[src/rtl/mac_sequencer_if.sv]
// Operand stream, multiplier link and result stream of the MAC sequencer.
// The slave view belongs to mac_sequencer and the master view to whatever surrounds it.
interface mac_sequencer_if #(parameter int ACC_W = 20);
   logic             in_valid;
   logic             in_ready;
   logic [7:0]       in_a;
   logic [7:0]       in_b;
   logic             in_last;
   logic             mul_start;
   logic [7:0]       mul_a;
   logic [7:0]       mul_b;
   logic [15:0]      mul_product;
   logic             mul_ready;
   logic             out_valid;
   logic             out_ready;
   logic [ACC_W-1:0] out_sum;
   logic [7:0]       out_count;
   logic             out_overflow;

   modport slave (
      input  in_valid, in_a, in_b, in_last, mul_product, mul_ready, out_ready,
      output in_ready, mul_start, mul_a, mul_b, out_valid, out_sum, out_count, out_overflow
   );

   modport master (
      output in_valid, in_a, in_b, in_last, mul_product, mul_ready, out_ready,
      input  in_ready, mul_start, mul_a, mul_b, out_valid, out_sum, out_count, out_overflow
   );
endinterface

[src/rtl/mac_sequencer.sv]
// Feeds signed operand pairs one at a time to the shift-add multiplier and accumulates
// the products into a dot-product result with saturating term count and sticky overflow.
module mac_sequencer #(
   parameter int ACC_W = 20
) (
   input  logic           clk,
   input  logic           rst,
   mac_sequencer_if.slave bus
);
   typedef enum logic [1:0] {IDLE, ISSUE, WAIT, OUT} state_t;

   state_t           state_q,     state_d;
   logic             in_ready_q,  in_ready_d;
   logic             mul_start_q, mul_start_d;
   logic [7:0]       mul_a_q,     mul_a_d;
   logic [7:0]       mul_b_q,     mul_b_d;
   logic             last_q,      last_d;
   logic [ACC_W-1:0] acc_q,       acc_d;
   logic [7:0]       count_q,     count_d;
   logic             ovf_q,       ovf_d;
   logic             out_valid_q, out_valid_d;

   logic [ACC_W-1:0] prod_ext;
   logic [ACC_W-1:0] sum;
   logic             add_ovf;

   // Signed overflow: both addends share a sign and the wrapped sum does not.
   always_comb begin
      prod_ext = ACC_W'($signed(bus.mul_product));
      sum      = acc_q + prod_ext;
      add_ovf  = (acc_q[ACC_W-1] == prod_ext[ACC_W-1]) && (sum[ACC_W-1] != acc_q[ACC_W-1]);
   end

   always_comb begin
      // NOTE: every _d gets its hold value first, so no path through the case can infer a latch.
      state_d     = state_q;
      in_ready_d  = in_ready_q;
      mul_start_d = 1'b0;
      mul_a_d     = mul_a_q;
      mul_b_d     = mul_b_q;
      last_d      = last_q;
      acc_d       = acc_q;
      count_d     = count_q;
      ovf_d       = ovf_q;
      out_valid_d = out_valid_q;

      case (state_q)
         IDLE: begin
            if (bus.in_valid) begin
               mul_a_d     = bus.in_a;
               mul_b_d     = bus.in_b;
               last_d      = bus.in_last;
               mul_start_d = 1'b1;
               in_ready_d  = 1'b0;
               state_d     = ISSUE;
            end
         end
         ISSUE: state_d = WAIT;
         WAIT: begin
            // mul_ready is only looked at here, so a stale or undefined done flag cannot leak in.
            if (bus.mul_ready) begin
               acc_d   = sum;
               count_d = (count_q == 8'hFF) ? count_q : count_q + 8'd1;
               ovf_d   = ovf_q | add_ovf;
               if (last_q) begin
                  out_valid_d = 1'b1;
                  state_d     = OUT;
               end else begin
                  in_ready_d = 1'b1;
                  state_d    = IDLE;
               end
            end
         end
         OUT: begin
            if (bus.out_ready) begin
               acc_d       = '0;
               count_d     = '0;
               ovf_d       = 1'b0;
               out_valid_d = 1'b0;
               in_ready_d  = 1'b1;
               state_d     = IDLE;
            end
         end
         default: state_d = IDLE;
      endcase
   end

   always_ff @(posedge clk) begin
      // NOTE: state uses non-blocking assignments so every flop samples pre-edge values.
      if (rst) begin
         state_q     <= IDLE;
         in_ready_q  <= 1'b1;
         mul_start_q <= 1'b0;
         mul_a_q     <= '0;
         mul_b_q     <= '0;
         last_q      <= 1'b0;
         acc_q       <= '0;
         count_q     <= '0;
         ovf_q       <= 1'b0;
         out_valid_q <= 1'b0;
      end else begin
         state_q     <= state_d;
         in_ready_q  <= in_ready_d;
         mul_start_q <= mul_start_d;
         mul_a_q     <= mul_a_d;
         mul_b_q     <= mul_b_d;
         last_q      <= last_d;
         acc_q       <= acc_d;
         count_q     <= count_d;
         ovf_q       <= ovf_d;
         out_valid_q <= out_valid_d;
      end
   end

   assign bus.in_ready     = in_ready_q;
   assign bus.mul_start    = mul_start_q;
   assign bus.mul_a        = mul_a_q;
   assign bus.mul_b        = mul_b_q;
   assign bus.out_valid    = out_valid_q;
   assign bus.out_sum      = acc_q;
   assign bus.out_count    = count_q;
   assign bus.out_overflow = ovf_q;
endmodule

[src/flat_wrapper.sv]
// flat-port wrapper written by rule: the top's interface ports become plain ports
module mac_sequencer_flat 
#(
   parameter int ACC_W = 20
)
  (clk, rst, bus_in_valid, bus_in_a, bus_in_b, bus_in_last, bus_mul_product, bus_mul_ready, bus_out_ready, bus_in_ready, bus_mul_start, bus_mul_a, bus_mul_b, bus_out_valid, bus_out_sum, bus_out_count, bus_out_overflow);
  mac_sequencer_if #(.ACC_W(ACC_W)) bus_i ();
  input  logic clk;
  input  logic rst;
  input wire logic [$bits(bus_i.in_valid)-1:0] bus_in_valid;
  input wire logic [$bits(bus_i.in_a)-1:0] bus_in_a;
  input wire logic [$bits(bus_i.in_b)-1:0] bus_in_b;
  input wire logic [$bits(bus_i.in_last)-1:0] bus_in_last;
  input wire logic [$bits(bus_i.mul_product)-1:0] bus_mul_product;
  input wire logic [$bits(bus_i.mul_ready)-1:0] bus_mul_ready;
  input wire logic [$bits(bus_i.out_ready)-1:0] bus_out_ready;
  output wire logic [$bits(bus_i.in_ready)-1:0] bus_in_ready;
  output wire logic [$bits(bus_i.mul_start)-1:0] bus_mul_start;
  output wire logic [$bits(bus_i.mul_a)-1:0] bus_mul_a;
  output wire logic [$bits(bus_i.mul_b)-1:0] bus_mul_b;
  output wire logic [$bits(bus_i.out_valid)-1:0] bus_out_valid;
  output wire logic [$bits(bus_i.out_sum)-1:0] bus_out_sum;
  output wire logic [$bits(bus_i.out_count)-1:0] bus_out_count;
  output wire logic [$bits(bus_i.out_overflow)-1:0] bus_out_overflow;
  assign bus_i.in_valid = bus_in_valid;
  assign bus_i.in_a = bus_in_a;
  assign bus_i.in_b = bus_in_b;
  assign bus_i.in_last = bus_in_last;
  assign bus_i.mul_product = bus_mul_product;
  assign bus_i.mul_ready = bus_mul_ready;
  assign bus_i.out_ready = bus_out_ready;
  assign bus_in_ready = bus_i.in_ready;
  assign bus_mul_start = bus_i.mul_start;
  assign bus_mul_a = bus_i.mul_a;
  assign bus_mul_b = bus_i.mul_b;
  assign bus_out_valid = bus_i.out_valid;
  assign bus_out_sum = bus_i.out_sum;
  assign bus_out_count = bus_i.out_count;
  assign bus_out_overflow = bus_i.out_overflow;
  mac_sequencer #(.ACC_W(ACC_W)) u_core (.clk(clk), .rst(rst), .bus(bus_i));
endmodule
[config.mk]
export PLATFORM = sky130hd
export DESIGN_NAME = mac_sequencer_flat
export DESIGN_NICKNAME = d
export VERILOG_FILES = /design/src/rtl/mac_sequencer_if.sv /design/src/rtl/mac_sequencer.sv /design/src/flat_wrapper.sv
export SDC_FILE = /design/constraint.sdc
export NUM_CORES = 1
export LEC_CHECK = 0
export CORE_MARGIN = 1
export CORE_UTILIZATION = 43
export CTS_CLUSTER_DIAMETER = 30
export DETAILED_ROUTE_END_ITERATION = 6
export PLACE_DENSITY = 0.76
export SYNTH_ARGS = -nofsm -noshare
export SYNTH_HDL_FRONTEND = slang
export SYNTH_SLANG_ARGS = --single-unit
[constraint.sdc]
create_clock -name clk -period 2.3 [get_ports clk]
set_input_delay 0.345 -clock clk [delete_from_list [all_inputs] [get_ports clk]]
set_output_delay 0.345 -clock clk [all_outputs]
set_load 0.03 [all_outputs]
==> results.txt, run 1 <==
----------------------------------------------------
[Clock network]
  Clock Latency Late Sink ... 0.31 ns
  Number of buffers added to fix hold violations after cts ... 0
  Clock input transition at the sequential cells of the worst setup and hold paths ... 0.10 ns
  Root Driver ... sky130_fd_sc_hd__clkbuf_8
  Total clock buffers created by CTS ... 5
  Clk sinks ... 51
  Clk buf depth ... 2
  CTS H-tree depth ... 2
  Clock tree from TritonCTS ... built

[Synthesis]
  Cell types with the largest area share after synthesis ... sky130_fd_sc_hd__dfxtp_1, sky130_fd_sc_hd__ha_1, sky130_fd_sc_hd__nand2_1
  Top cells by instance count after synthesis ... sky130_fd_sc_hd__nand2_1, sky130_fd_sc_hd__dfxtp_1, sky130_fd_sc_hd__a21oi_1
  Synth area leader ... sky130_fd_sc_hd__dfxtp_1
  Number of different library cells in the post-synthesis netlist ... 55
  Register bit count reported by yosys ... 51
  Share of synthesized registers carrying an async set or reset ... 0%
  Netlist area before placement ... 2840 sq um
  Mean post-synth cell area ... 8.51 sq um
  Post-Syn Nets ... 393
  Most used standard cell by instance count after synthesis ... sky130_fd_sc_hd__nand2_1
  Commonest register cell after synthesis ... sky130_fd_sc_hd__dfxtp_1
  Register area share after synthesis ... 35.9%
  Synth top area share ... 35.9%
  Number of cells produced by synthesis ... 334
  EDFF count, synth ... 0
  Number of synthesis warnings ... 0

[Run status]
  Violated checks ... negative setup slack
  Result of the run ... complete, but fails checks

[Timing]
  Tightest hold margin ... 0.461 ns
  Maximum achievable frequency ... 433 MHz
  Least-Margin Pin Slew ... 0.749 ns
  Max-slew violation count ... 0
  Final critical delay including setup and external delays ... 2.31 ns
  Worst-case setup margin in the final layout ... -0.0106 ns
  Final hold violation count ... 0
  Final Cycle Share ... 100%
  Sum of negative setup slack ... -0.0106 ns
  Remaining max-slew budget at the tightest pin ... 49.9%
  Clock Skew ... 0.00891 ns
  Unrepaired setup endpoints after global routing ... true
  Final number of setup-violating endpoints ... 1

[Setup path]
  Sort of element at the start of the critical path ... primary input
  Required time at the endpoint of the critical path ... 2.54 ns
  Worst-path fanout max ... 4
  CP Data Arrival Time ... 2.55 ns
  CP Class ... in2reg
  Worst Setup End Kind ... flop

[Drt]
  Detailed-route vias per instance ... 5.26
  Wire length per cell ... 13.3 um
  Total detailed-routing wirelength ... 7330 um
  Number of antenna-violating nets in the routed design ... 0
  Initial detailed-routing violation count ... 113
  Detailed-route DRC error count ... 0
  Number of iterations in the first detailed-routing pass ... 4
  Via count ... 2,889

[Final layout]
  Cell area after layout ... 4370 sq um
  Net count, final ... 530
  Number of antenna repair diodes ... 0
  Footprint of the flip-flops and latches ... 1030 sq um
  Share of post-route cells with drive strength above 1 ... 20.6%
  Relative area change from synthesis to final layout ... 53.7%
  Fillers ... 505
  Total area of multi-input combinational cells ... 1840 sq um

[Power]
  Total power ... 2.02 mW
  Largest vdd supply drop ... 0.421 mV
  Power Density ... 462 nW/um^2
  Cell leakage power ... 1.80 nW

[Placement]
  Placement-stage cell area ... 4140 sq um
  Number of I/O port buffers ... 85
  DP HPWL ... 5470 um
  Weighted congestion reported at the end of routability-driven placement ... 0.823

[Global routing]
  Number of global-route vias before repair ... 2,774
  Initial antenna violation count ... 0
  First-pass GRT wire length ... 12,100 um
  Largest net degree at the start of global routing ... 32
  Total overflow reported by the global router ... 0
  Gr usage total ... 21.0%

[Min path]
  Class of the tightest hold or removal check ... reg2reg

[Die]
  Number of core rows ... 29
  Number of top-level design ports ... 86
  Die height ... 83.3 um
  Effective utilization at floorplan ... 44.7%
  Area of the core ... 6350 sq um
  Die boundary width ... 83.3 um
  Die area ... 6940 sq um

[Run]
  Number of maximum-capacitance constraint violations ... 0

----------------------------------------------------
-- path summary, 6_finish.rpt --
| kind | from | end | slack, ns | depth (start not counted) |
|---|---|---|---|---|
| worst min register to register | u_core.bus.mul_b[1] | u_core.bus.mul_b[1] | 0.46 | 2 |
| worst max register to register | u_core.bus.out_sum[6] | u_core.bus.out_sum[19] | 0.10 | 8 |
| worst min-delay path | u_core.bus.mul_b[1] | u_core.bus.mul_b[1] | 0.46 | 2 |
| worst max-delay path | bus_mul_product[15] | u_core.bus.out_sum[19] | -0.01 | 9 |
-- through the flow --
stage                     worst slack, ns  util, %  std cells
after CTS                         0.00414     67.7        548
final                             -0.0106     68.8        549
after floorplan                    0.0116        -        334
after global routing              -0.0769     68.8        549
after detailed placement           -0.575     65.2        537
after global placement             -0.542     65.2        537
-- flip-flops by register name, summed over array words and instances (netlist names), 2 cells and up --
| register | cells |
|---|---|
| u_core.bus.out_count | 8 |
| u_core.bus.mul_a | 8 |
| u_core.bus.out_sum | 20 |
| u_core.bus.mul_b | 8 |
| u_core.state_q | 2 |
-- critical path, stage by stage --
cell and delay, ns:
sky130_fd_sc_hd__clkdlybuf4s50_1 0.53, sky130_fd_sc_hd__buf_4 0.20, sky130_fd_sc_hd__ha_1 0.28, sky130_fd_sc_hd__a21boi_0 0.14, sky130_fd_sc_hd__a311oi_2 0.33, sky130_fd_sc_hd__buf_4 0.18
sky130_fd_sc_hd__nand4b_1 0.10, sky130_fd_sc_hd__mux2_2 0.28, sky130_fd_sc_hd__a31oi_1 0.17
-- power breakdown --
part / total, mW / leakage (nW) / switching (mW) / internal, mW
logic: 0.523 / 1.33 / 0.261 / 0.262
clock network: 0.547 / 0.0489 / 0.326 / 0.221
registers: 0.947 / 0.417 / 0.0281 / 0.919
total: 2.02 / 1.80 / 0.614 / 1.40
-- placed cells by master (no fill, tap or decap), types with 3 or more instances in the layout --
| master | Yosys | final |
|---|---|---|
| sky130_fd_sc_hd__clkdlybuf4s50_1 | 0 | 83 |
| sky130_fd_sc_hd__buf_4 | 1 | 56 |
| sky130_fd_sc_hd__nand2_1 | 55 | 54 |
| sky130_fd_sc_hd__dfxtp_1 | 51 | 48 |
| sky130_fd_sc_hd__a21oi_1 | 37 | 36 |
| sky130_fd_sc_hd__nor2_1 | 27 | 27 |
| sky130_fd_sc_hd__ha_1 | 20 | 15 |
| sky130_fd_sc_hd__xnor2_1 | 11 | 11 |
| sky130_fd_sc_hd__a22o_1 | 9 | 9 |
| sky130_fd_sc_hd__inv_1 | 9 | 8 |
| sky130_fd_sc_hd__nand3_1 | 8 | 8 |
| sky130_fd_sc_hd__xor2_1 | 8 | 8 |
| sky130_fd_sc_hd__o21ai_0 | 8 | 7 |
| sky130_fd_sc_hd__a21o_1 | 7 | 7 |
| sky130_fd_sc_hd__a22oi_1 | 6 | 6 |
| sky130_fd_sc_hd__nand2b_1 | 6 | 5 |
| sky130_fd_sc_hd__a31oi_1 | 5 | 5 |
| sky130_fd_sc_hd__clkbuf_8 | 0 | 5 |
| sky130_fd_sc_hd__nor3_1 | 4 | 4 |
| sky130_fd_sc_hd__a21oi_2 | 3 | 4 |
| sky130_fd_sc_hd__ha_4 | 0 | 4 |
| sky130_fd_sc_hd__mux2i_1 | 3 | 3 |
| sky130_fd_sc_hd__and2_1 | 3 | 3 |
| sky130_fd_sc_hd__o21ai_2 | 1 | 3 |
-- final cells by class --
cell class	count	area share (%)
Tap cell	77	2.21
Clock inverter	3	0.516
Timing Repair Buffer	142	29.4
Inverter	9	0.773
Sequential cell	51	23.5
Multi-Input combinational cell	262	42.0
Clock buffer	5	1.58
-- layer usage --
metal / track usage, % / routed length (um) / vias to the layer above
li1: - / - / 1464
met1: 24.7 / 3120 / 1331
met2: 36.3 / 3560 / 82
met3: 5.96 / 537 / 12
met4: 7.99 / 106 / 0
met5: 0 / 0 / -
-- what timing repair did --
item / in CTS / in global routing
resized for setup: 12 / 7
pin swaps: 12 / 5
buffers inserted: 3 / 1
cloned: 0 / 0
endpoints found under the setup margin: 6 / 7
-- cells by family after synthesis --
family | share of synthesized area, %
simple gates | 19.4
xor+xnor | 5.86
flops | 35.9
buf+inv | 3.26
compound gates | 24.6
fa+ha+maj | 9.51
mux | 1.45
Note: power is estimated with default switching activity, not from simulation.
==> run 2: changes to the inputs <==
--- a/config.mk
+++ b/config.mk
@@ -10,6 +10,9 @@
 export CTS_CLUSTER_DIAMETER = 30
 export DETAILED_ROUTE_END_ITERATION = 6
 export PLACE_DENSITY = 0.76
+export SETUP_SLACK_MARGIN = 0.1
+export SLEW_MARGIN = 20
 export SYNTH_ARGS = -nofsm -noshare
 export SYNTH_HDL_FRONTEND = slang
 export SYNTH_SLANG_ARGS = --single-unit
+export TNS_END_PERCENT = 100
==> run 2 against run 1 <==
Effect of this change:
- sequential cell count did not move
- final area is 3.4% higher
- register-to-register slack gained 0.05 ns
- the run now ends clean
- via count grew 1.5%
==> results.txt, run 2 (synthesis gave the netlist of run 1 again) <==
----------------------------------------------------
[Timing]
  Remaining max-slew budget at the tightest pin ... 49.6% (was 49.9%)
  Unrepaired setup endpoints after global routing ... true (unchanged)
  Least-Margin Pin Slew ... 0.753 ns (was 0.749 ns)
  Max-slew violation count ... 0 (unchanged)
  Final number of setup-violating endpoints ... 0 (was 1)
  Final hold violation count ... 0 (unchanged)
  Maximum achievable frequency ... 465 MHz (was 433 MHz)
  Final Cycle Share ... 93.4% (was 100%)
  Final critical delay including setup and external delays ... 2.15 ns (was 2.31 ns)
  Tightest hold margin ... 0.460 ns (was 0.461 ns)
  Clock Skew ... 0.00675 ns (was 0.00891 ns)
  Sum of negative setup slack ... 0 ns (was -0.0106 ns)

[Run]
  Number of maximum-capacitance constraint violations ... 0 (unchanged)

[Die]
  Number of top-level design ports ... 86 (unchanged)
  Die height ... 83.3 um (unchanged)
  Effective utilization at floorplan ... 44.7% (unchanged)
  Die area ... 6940 sq um (unchanged)
  Area of the core ... 6350 sq um (unchanged)
  Die boundary width ... 83.3 um (unchanged)
  Number of core rows ... 29 (unchanged)

[Drt]
  Number of antenna-violating nets in the routed design ... 0 (unchanged)
  Detailed-route vias per instance ... 5.31 (was 5.26)
  Detailed-route DRC error count ... 0 (unchanged)
  Number of iterations in the first detailed-routing pass ... 4 (unchanged)
  Via count ... 2,932 (was 2,889)
  Total detailed-routing wirelength ... 7990 um (was 7330 um)
  Wire length per cell ... 14.5 um (was 13.3 um)
  Initial detailed-routing violation count ... 62 (was 113)

[Min path]
  Hold wc startpoint ... u_core.bus.mul_b[2] (was u_core.bus.mul_b[1])
  Class of the tightest hold or removal check ... reg2reg (unchanged)
  Min-Delay Endpoint ... u_core.bus.mul_b[2] (was u_core.bus.mul_b[1])
  Hold Crit Depth ... 2 (unchanged)

[Final layout]
  Relative area change from synthesis to final layout ... 58.9% (was 53.7%)
  Most common library cell in the layout ignoring fill and taps ... sky130_fd_sc_hd__clkdlybuf4s50_1 (unchanged)
  Share of post-route cells with drive strength above 1 ... 24.2% (was 20.6%)
  Number of antenna repair diodes ... 0 (unchanged)
  Net count, final ... 533 (was 530)
  Post-Layout Cell Count ... 552 (was 549)
  Commonest cells after routing, fill and taps aside ... sky130_fd_sc_hd__clkdlybuf4s50_1, sky130_fd_sc_hd__buf_4, sky130_fd_sc_hd__nand2_1 (unchanged)
  Max FFs per register ... 20 (unchanged)

[Setup path]
  Required time at the endpoint of the critical path ... 2.51 ns (was 2.54 ns)
  Highest-delay cell along the critical path ... sky130_fd_sc_hd__dfxtp_4 (was sky130_fd_sc_hd__clkdlybuf4s50_1)
  Critical R2R Launch ... u_core.bus.out_sum[0] (was u_core.bus.out_sum[6])
  Reg2Reg Depth ... 10 (was 8)
  Sort of element at the start of the critical path ... flop (was primary input)
  Worst-path fanout max ... 3 (was 4)
  Slowest stage delay, CP ... 0.38 ns (was 0.53 ns)
  Cells along the critical path ... ha_4 -> inv_2 -> fa_2 -> nand2b_4 -> a211oi_4 -> o21ai_2 -> o21ai_2 -> a31oi_1 -> xnor2_1 -> a22o_1 (was clkdlybuf4s50_1 -> buf_4 -> ha_1 -> a21boi_0 -> a311oi_2 -> buf_4 -> nand4b_1 -> mux2_2 -> a31oi_1)
  CP Class ... reg2reg (was in2reg)
  Worst Setup End Kind ... flop (unchanged)
  Setup slack of the most critical reg-to-reg path ... 0.15 ns (was 0.10 ns)
  R2R Path End ... u_core.bus.out_sum[16] (was u_core.bus.out_sum[19])
  Start point of the critical path ... u_core.bus.out_sum[0] (was bus_mul_product[15])
  CP Data Arrival Time ... 2.36 ns (was 2.55 ns)
  Crit path top cell by count ... sky130_fd_sc_hd__o21ai_2 (was sky130_fd_sc_hd__buf_4)

[Run status]
  Result of the run ... finished clean (was complete, but fails checks)

[Placement]
  Weighted congestion reported at the end of routability-driven placement ... 0.857 (was 0.823)
  Number of I/O port buffers ... 85 (unchanged)
  Dpl cells ... 537 (unchanged)
  DP HPWL ... 5730 um (was 5470 um)

[Clock network]
  Root Driver ... sky130_fd_sc_hd__clkbuf_8 (unchanged)
  CTS H-tree depth ... 2 (unchanged)
  Clk sinks ... 51 (unchanged)
  Number of buffers added to fix hold violations after cts ... 0 (unchanged)
  Total clock buffers created by CTS ... 5 (unchanged)
  Clock Latency Late Sink ... 0.32 ns (was 0.31 ns)
  Clock input transition at the sequential cells of the worst setup and hold paths ... 0.09 ns (was 0.10 ns)
  Clock tree from TritonCTS ... built (unchanged)
  Clk buf depth ... 2 (unchanged)

[Power]
  Largest vdd supply drop ... 0.372 mV (was 0.421 mV)
  Cell leakage power ... 1.84 nW (was 1.80 nW)
  Power Density ... 447 nW/um^2 (was 462 nW/um^2)
  Total power ... 2.02 mW (about the same)

[Global routing]
  Gr usage total ... 22.8% (was 21.0%)
  Total overflow reported by the global router ... 0 (unchanged)
  Initial antenna violation count ... 0 (unchanged)
  First-pass GRT wire length ... 13,000 um (was 12,100 um)
  Number of global-route vias before repair ... 2,900 (was 2,774)
  Largest net degree at the start of global routing ... 23 (was 32)

----------------------------------------------------
[run 2: final cells by class]
| class | count | area, sq um |
|---|---|---|
| clock buffer | 6 | 72.6 |
| multi-input combinational | 262 | 1960 |
| fill | 468 | 1840 |
| timing repair buffer | 145 | 1310 |
| sequential | 51 | 1030 |
| tap | 77 | 96.3 |
| clock inverter | 2 | 12.5 |
| inverter | 9 | 33.8 |
[run 2: where the power goes]
group	switching, mW	internal, mW
combinational	0.270	0.267
sequential	0.0314	0.919
clock	0.317	0.214
[run 2: what timing repair did]
action | in CTS | in global routing
pin swaps | 14 | 17
endpoints found under the setup margin | 9 | 10
buffers inserted | 4 | 3
resized for setup | 21 | 20
[run 2: critical path: cells and delay by family (launching register included)]
kind                       cells  cell delay [ns]
AOI/OAI and AO/OA              5             0.84
xor gates and xnor gates       1             0.14
and+or+nand+nor                1             0.17
DFF                            1             0.38
buffers and inverters          1             0.04
adders and majority gates      2             0.48
[run 2: worst max-delay path by stage]
| stage | depth (start not counted) | end | slack, ns |
|---|---|---|---|
| floorplan | 8 | u_core.bus.out_sum[17] | 0.10 |
| global placement | 11 | u_core.bus.out_sum[16] | -0.40 |
| detailed placement | 11 | u_core.bus.out_sum[16] | -0.48 |
| CTS | 10 | u_core.bus.out_sum[16] | 0.07 |
| global route | 10 | u_core.bus.out_sum[16] | 0.04 |
| finish | 10 | u_core.bus.out_sum[16] | 0.15 |
[run 2: routing by layer]
layer	GRT usage, %	wire length, um
met5	0	0
met4	7.99	116
met3	5.96	512
met2	39.7	3890
met1	27.0	3470
[run 2: stage by stage]
stage / cell area (sq um) / utilization, % / setup WS (ns)
after floorplan: 2860 / - / 0.102
after global placement: 4150 / 65.3 / -0.404
after detailed placement: 4150 / 65.3 / -0.475
after CTS: 4370 / 68.9 / 0.0706
after global routing: 4510 / 71.1 / 0.0379
final: 4510 / 71.1 / 0.151
==> run 3: changes to the inputs <==
--- a/config.mk
+++ b/config.mk
@@ -5,10 +5,12 @@
 export SDC_FILE = /design/constraint.sdc
 export NUM_CORES = 1
 export LEC_CHECK = 0
+export ABC_AREA = 1
 export CORE_MARGIN = 1
-export CORE_UTILIZATION = 43
+export CORE_UTILIZATION = 44
 export CTS_CLUSTER_DIAMETER = 30
 export DETAILED_ROUTE_END_ITERATION = 6
+export HOLD_SLACK_MARGIN = 0.03
 export PLACE_DENSITY = 0.76
 export SETUP_SLACK_MARGIN = 0.1
 export SLEW_MARGIN = 20
==> run 3 against run 2 <==
Effect of this change:
- final cell count increased by 24%
- via count rose by 14%
- synthesized cell count rose by 49%
- power is 34% higher
- final area fell by 6.0%
- first-iteration DRC count grew 110%
- maximum frequency is 7.7% higher
- sequential power up 11%
- global-route usage is 0.19 points higher
- die area grew 8.2%
- critical path depth increased by 2
- critical endpoint unchanged
- largest cell class unchanged
- largest power group unchanged
==> results.txt, run 3 <==
----------------------------------------------------
[Run status]
  Result of the run ... finished clean (unchanged)

[Setup path]
  Worst-path fanout max ... 4 (was 3)
  Critical R2R Launch ... u_core.bus.out_sum[0] (unchanged)
  Setup slack of the most critical reg-to-reg path ... 0.40 ns (was 0.15 ns)
  Reg2Reg Depth ... 11 (was 10)
  Start point of the critical path ... bus_mul_product[0] (was u_core.bus.out_sum[0])
  Worst Setup End Kind ... flop (unchanged)
  CP Class ... in2reg (was reg2reg)
  CP Data Arrival Time ... 2.19 ns (was 2.36 ns)
  Sort of element at the start of the critical path ... primary input (was flop)
  Required time at the endpoint of the critical path ... 2.49 ns (was 2.51 ns)
  R2R Path End ... u_core.bus.out_sum[16] (unchanged)

[Power]
  Total power ... 2.70 mW (was 2.02 mW)
  Largest vdd supply drop ... 0.405 mV (was 0.372 mV)
  Power Density ... 636 nW/um^2 (was 447 nW/um^2)
  Cell leakage power ... 1.93 nW (was 1.84 nW)

[Drt]
  Number of iterations in the first detailed-routing pass ... 4 (unchanged)
  Initial detailed-routing violation count ... 129 (was 62)
  Via count ... 3,343 (was 2,932)
  Wire length per cell ... 12.0 um (was 14.5 um)
  Total detailed-routing wirelength ... 8200 um (was 7990 um)
  Number of antenna-violating nets in the routed design ... 0 (unchanged)
  Detailed-route vias per instance ... 4.90 (was 5.31)
  Detailed-route DRC error count ... 0 (unchanged)

[Final layout]
  Share of post-route cells with drive strength above 1 ... 5.29% (was 24.2%)
  Fillers ... 656 (was 468)
  Commonest cells after routing, fill and taps aside ... sky130_fd_sc_hd__nand2_1, sky130_fd_sc_hd__clkdlybuf4s50_1, sky130_fd_sc_hd__nor2_1 (was sky130_fd_sc_hd__clkdlybuf4s50_1, sky130_fd_sc_hd__buf_4, sky130_fd_sc_hd__nand2_1)
  Max FFs per register ... 20 (unchanged)
  Relative area change from synthesis to final layout ... 34.6% (was 58.9%)
  Net count, final ... 644 (was 533)
  Number of antenna repair diodes ... 0 (unchanged)
  Most common library cell in the layout ignoring fill and taps ... sky130_fd_sc_hd__nand2_1 (was sky130_fd_sc_hd__clkdlybuf4s50_1)

[Synthesis]
  Post-Syn Nets ... 555 (was 393)
  Number of different library cells in the post-synthesis netlist ... 32 (was 55)
  Netlist area before placement ... 3150 sq um (was 2840 sq um)
  Synth area leader ... sky130_fd_sc_hd__dfxtp_1 (unchanged)
  Register bit count reported by yosys ... 51 (unchanged)
  Register area share after synthesis ... 32.4% (was 35.9%)
  Synth top area share ... 32.4% (was 35.9%)
  Mean post-synth cell area ... 6.35 sq um (was 8.51 sq um)
  Share of synthesized registers carrying an async set or reset ... 0% (unchanged)
  Most used standard cell by instance count after synthesis ... sky130_fd_sc_hd__nand2_1 (unchanged)
  Number of cells produced by synthesis ... 496 (was 334)
  Commonest register cell after synthesis ... sky130_fd_sc_hd__dfxtp_1 (unchanged)
  Cell types with the largest area share after synthesis ... sky130_fd_sc_hd__dfxtp_1, sky130_fd_sc_hd__nand2_1, sky130_fd_sc_hd__nor2_1 (was sky130_fd_sc_hd__dfxtp_1, sky130_fd_sc_hd__ha_1, sky130_fd_sc_hd__nand2_1)
  Top cells by instance count after synthesis ... sky130_fd_sc_hd__nand2_1, sky130_fd_sc_hd__nor2_1, sky130_fd_sc_hd__inv_1 (was sky130_fd_sc_hd__nand2_1, sky130_fd_sc_hd__dfxtp_1, sky130_fd_sc_hd__a21oi_1)
  Number of synthesis warnings ... 0 (unchanged)
  EDFF count, synth ... 0 (unchanged)

[Clock network]
  Clock tree from TritonCTS ... built (unchanged)
  Number of buffers added to fix hold violations after cts ... 0 (unchanged)
  Clock input transition at the sequential cells of the worst setup and hold paths ... 0.10 ns (was 0.09 ns)
  CTS H-tree depth ... 2 (unchanged)
  Clock Latency Late Sink ... 0.31 ns (was 0.32 ns)
  Total clock buffers created by CTS ... 5 (unchanged)
  Clk buf depth ... 2 (unchanged)
  CTS-repair resized insts ... 0 (was 21)
  Root Driver ... sky130_fd_sc_hd__clkbuf_8 (unchanged)
  Clk sinks ... 51 (unchanged)
  Post-CTS Setup Inserts ... 0 (was 4)

[Min path]
  Hold Crit Depth ... 2 (unchanged)
  Hold wc startpoint ... u_core.bus.out_overflow (was u_core.bus.mul_b[2])
  Class of the tightest hold or removal check ... reg2reg (unchanged)
  Min-Delay Endpoint ... u_core.bus.out_overflow (was u_core.bus.mul_b[2])

[Timing]
  Final critical delay including setup and external delays ... 2.00 ns (was 2.15 ns)
  Maximum achievable frequency ... 501 MHz (was 465 MHz)
  Sum of negative setup slack ... 0 ns (unchanged)
  Max-slew violation count ... 0 (unchanged)
  Unrepaired setup endpoints after global routing ... false (was true)
  Final hold violation count ... 0 (unchanged)
  Remaining max-slew budget at the tightest pin ... 68.8% (was 49.6%)
  Final number of setup-violating endpoints ... 0 (unchanged)
  Clock Skew ... 0.00683 ns (was 0.00675 ns)
  Worst-case setup margin in the final layout ... 0.305 ns (was 0.151 ns)
  Least-Margin Pin Slew ... 0.468 ns (was 0.753 ns)
  Final Cycle Share ... 86.7% (was 93.4%)

[Die]
  Number of core rows ... 30 (was 29)
  Die height ... 86.6 um (was 83.3 um)
  Area of the core ... 6870 sq um (was 6350 sq um)
  Die boundary width ... 86.6 um (was 83.3 um)
  Number of top-level design ports ... 86 (unchanged)
  Effective utilization at floorplan ... 45.9% (was 44.7%)
  Die area ... 7510 sq um (was 6940 sq um)

[Run]
  Number of maximum-capacitance constraint violations ... 0 (unchanged)

[Placement]
  Placement-stage worst setup slack ... -0.0627 ns (was -0.475 ns)
  DP HPWL ... 6300 um (was 5730 um)
  Weighted congestion reported at the end of routability-driven placement ... 0.822 (was 0.857)
  Number of I/O port buffers ... 85 (unchanged)

[Global routing]
  Number of global-route vias before repair ... 3,208 (was 2,900)
  Initial antenna violation count ... 0 (unchanged)
  Largest net degree at the start of global routing ... 27 (was 23)
  Gr usage total ... 23.0% (was 22.8%)
  First-pass GRT wire length ... 13,900 um (was 13,000 um)
  Total overflow reported by the global router ... 0 (unchanged)

----------------------------------------------------
run 3: cell types whose count changed in the layout (fill, tap and decap cells not counted), sizes merged, moves of 7 or more:
cell / before / now
xnor2: 11 / 0
a22o: 9 / 0
a21o: 8 / 0
nor2: 28 / 71
buf: 60 / 6
clkdlybuf4s50: 76 / 85
nand2: 55 / 145
inv: 9 / 67
o21ai: 12 / 25
a31oi: 7 / 0
nand3: 8 / 35
run 3: cell type report:
class                           count  area, sq um  share of cell area, %
Clock inverter                      2         38.8                  0.914
Clock buffer                        6         72.6                   1.71
Inverter                           66          248                   5.84
Multi-Input combinational cell    370         1850                   43.5
Sequential cell                    51         1020                   24.1
Tap cell                           96          120                   2.83
Timing Repair Buffer               91          896                   21.1
run 3: stage by stage:
| step | hold slack [ns] | cells | utilization (%) | area, sq um |
|---|---|---|---|---|
| after global placement | 0.447 | 674 | 60.1 | 4130 |
| after global routing | 0.488 | 682 | 61.7 | 4240 |
| after CTS | 0.472 | 682 | 61.7 | 4240 |
| final | 0.469 | 682 | 61.7 | 4240 |
| after floorplan | 0.430 | 496 | - | 3150 |
| after detailed placement | 0.454 | 674 | 60.1 | 4130 |
run 3: logic make-up after synthesis:
kind of cell / count (synthesis) / synth area share, %
AND/OR/NAND/NOR: 272 / 37.0
buffers and inverters: 75 / 9.17
XOR/XNOR: 2 / 0.556
AO/OA/AOI/OAI: 75 / 12.3
flip-flops: 51 / 32.4
adder cells (fa/ha/maj): 21 / 8.57
run 3: metal layers:
| metal | up-vias | global-route usage (%) | wire, um |
|---|---|---|---|
| met4 | 0 | 6.36 | 65 |
| met2 | 84 | 40.8 | 3920 |
| li1 | 1757 | - | - |
| met3 | 8 | 6.76 | 581 |
| met1 | 1494 | 27.0 | 3640 |
| met5 | - | 0 | 0 |
run 3: report_power, final:
group          total, mW  internal, mW  switching [mW]
clock              0.658         0.330           0.328
sequential          1.05         0.983          0.0676
combinational      0.988         0.392           0.596
total               2.70          1.70           0.992
run 3: worst max-delay path by stage:
| stage | to | slack, ns | cells past startpoint |
|---|---|---|---|
| 6_report | u_core.bus.out_sum[16] | 0.30 | 12 |
| 5_1_grt | u_core.bus.out_sum[19] | 0.11 | 11 |
| 4_1_cts | u_core.bus.out_sum[16] | 0.26 | 12 |
| 3_5_place_dp | u_core.bus.out_sum[16] | -0.06 | 12 |
| 3_3_place_gp | u_core.bus.out_sum[12] | -0.02 | 12 |
| 2_1_floorplan | u_core.bus.out_sum[12] | 0.39 | 11 |
run 3: critical path, stage by stage:
cell,delay [ns]
sky130_fd_sc_hd__clkdlybuf4s50_1,0.46
sky130_fd_sc_hd__ha_1,0.19
sky130_fd_sc_hd__inv_1,0.06
sky130_fd_sc_hd__fa_1,0.41
sky130_fd_sc_hd__o21bai_2,0.20
sky130_fd_sc_hd__nand2_1,0.07
sky130_fd_sc_hd__nand2_1,0.13
sky130_fd_sc_hd__nand2_1,0.09
sky130_fd_sc_hd__nand2_1,0.07
sky130_fd_sc_hd__nand2_1,0.05
sky130_fd_sc_hd__nand3_1,0.06
sky130_fd_sc_hd__a21oi_1,0.06
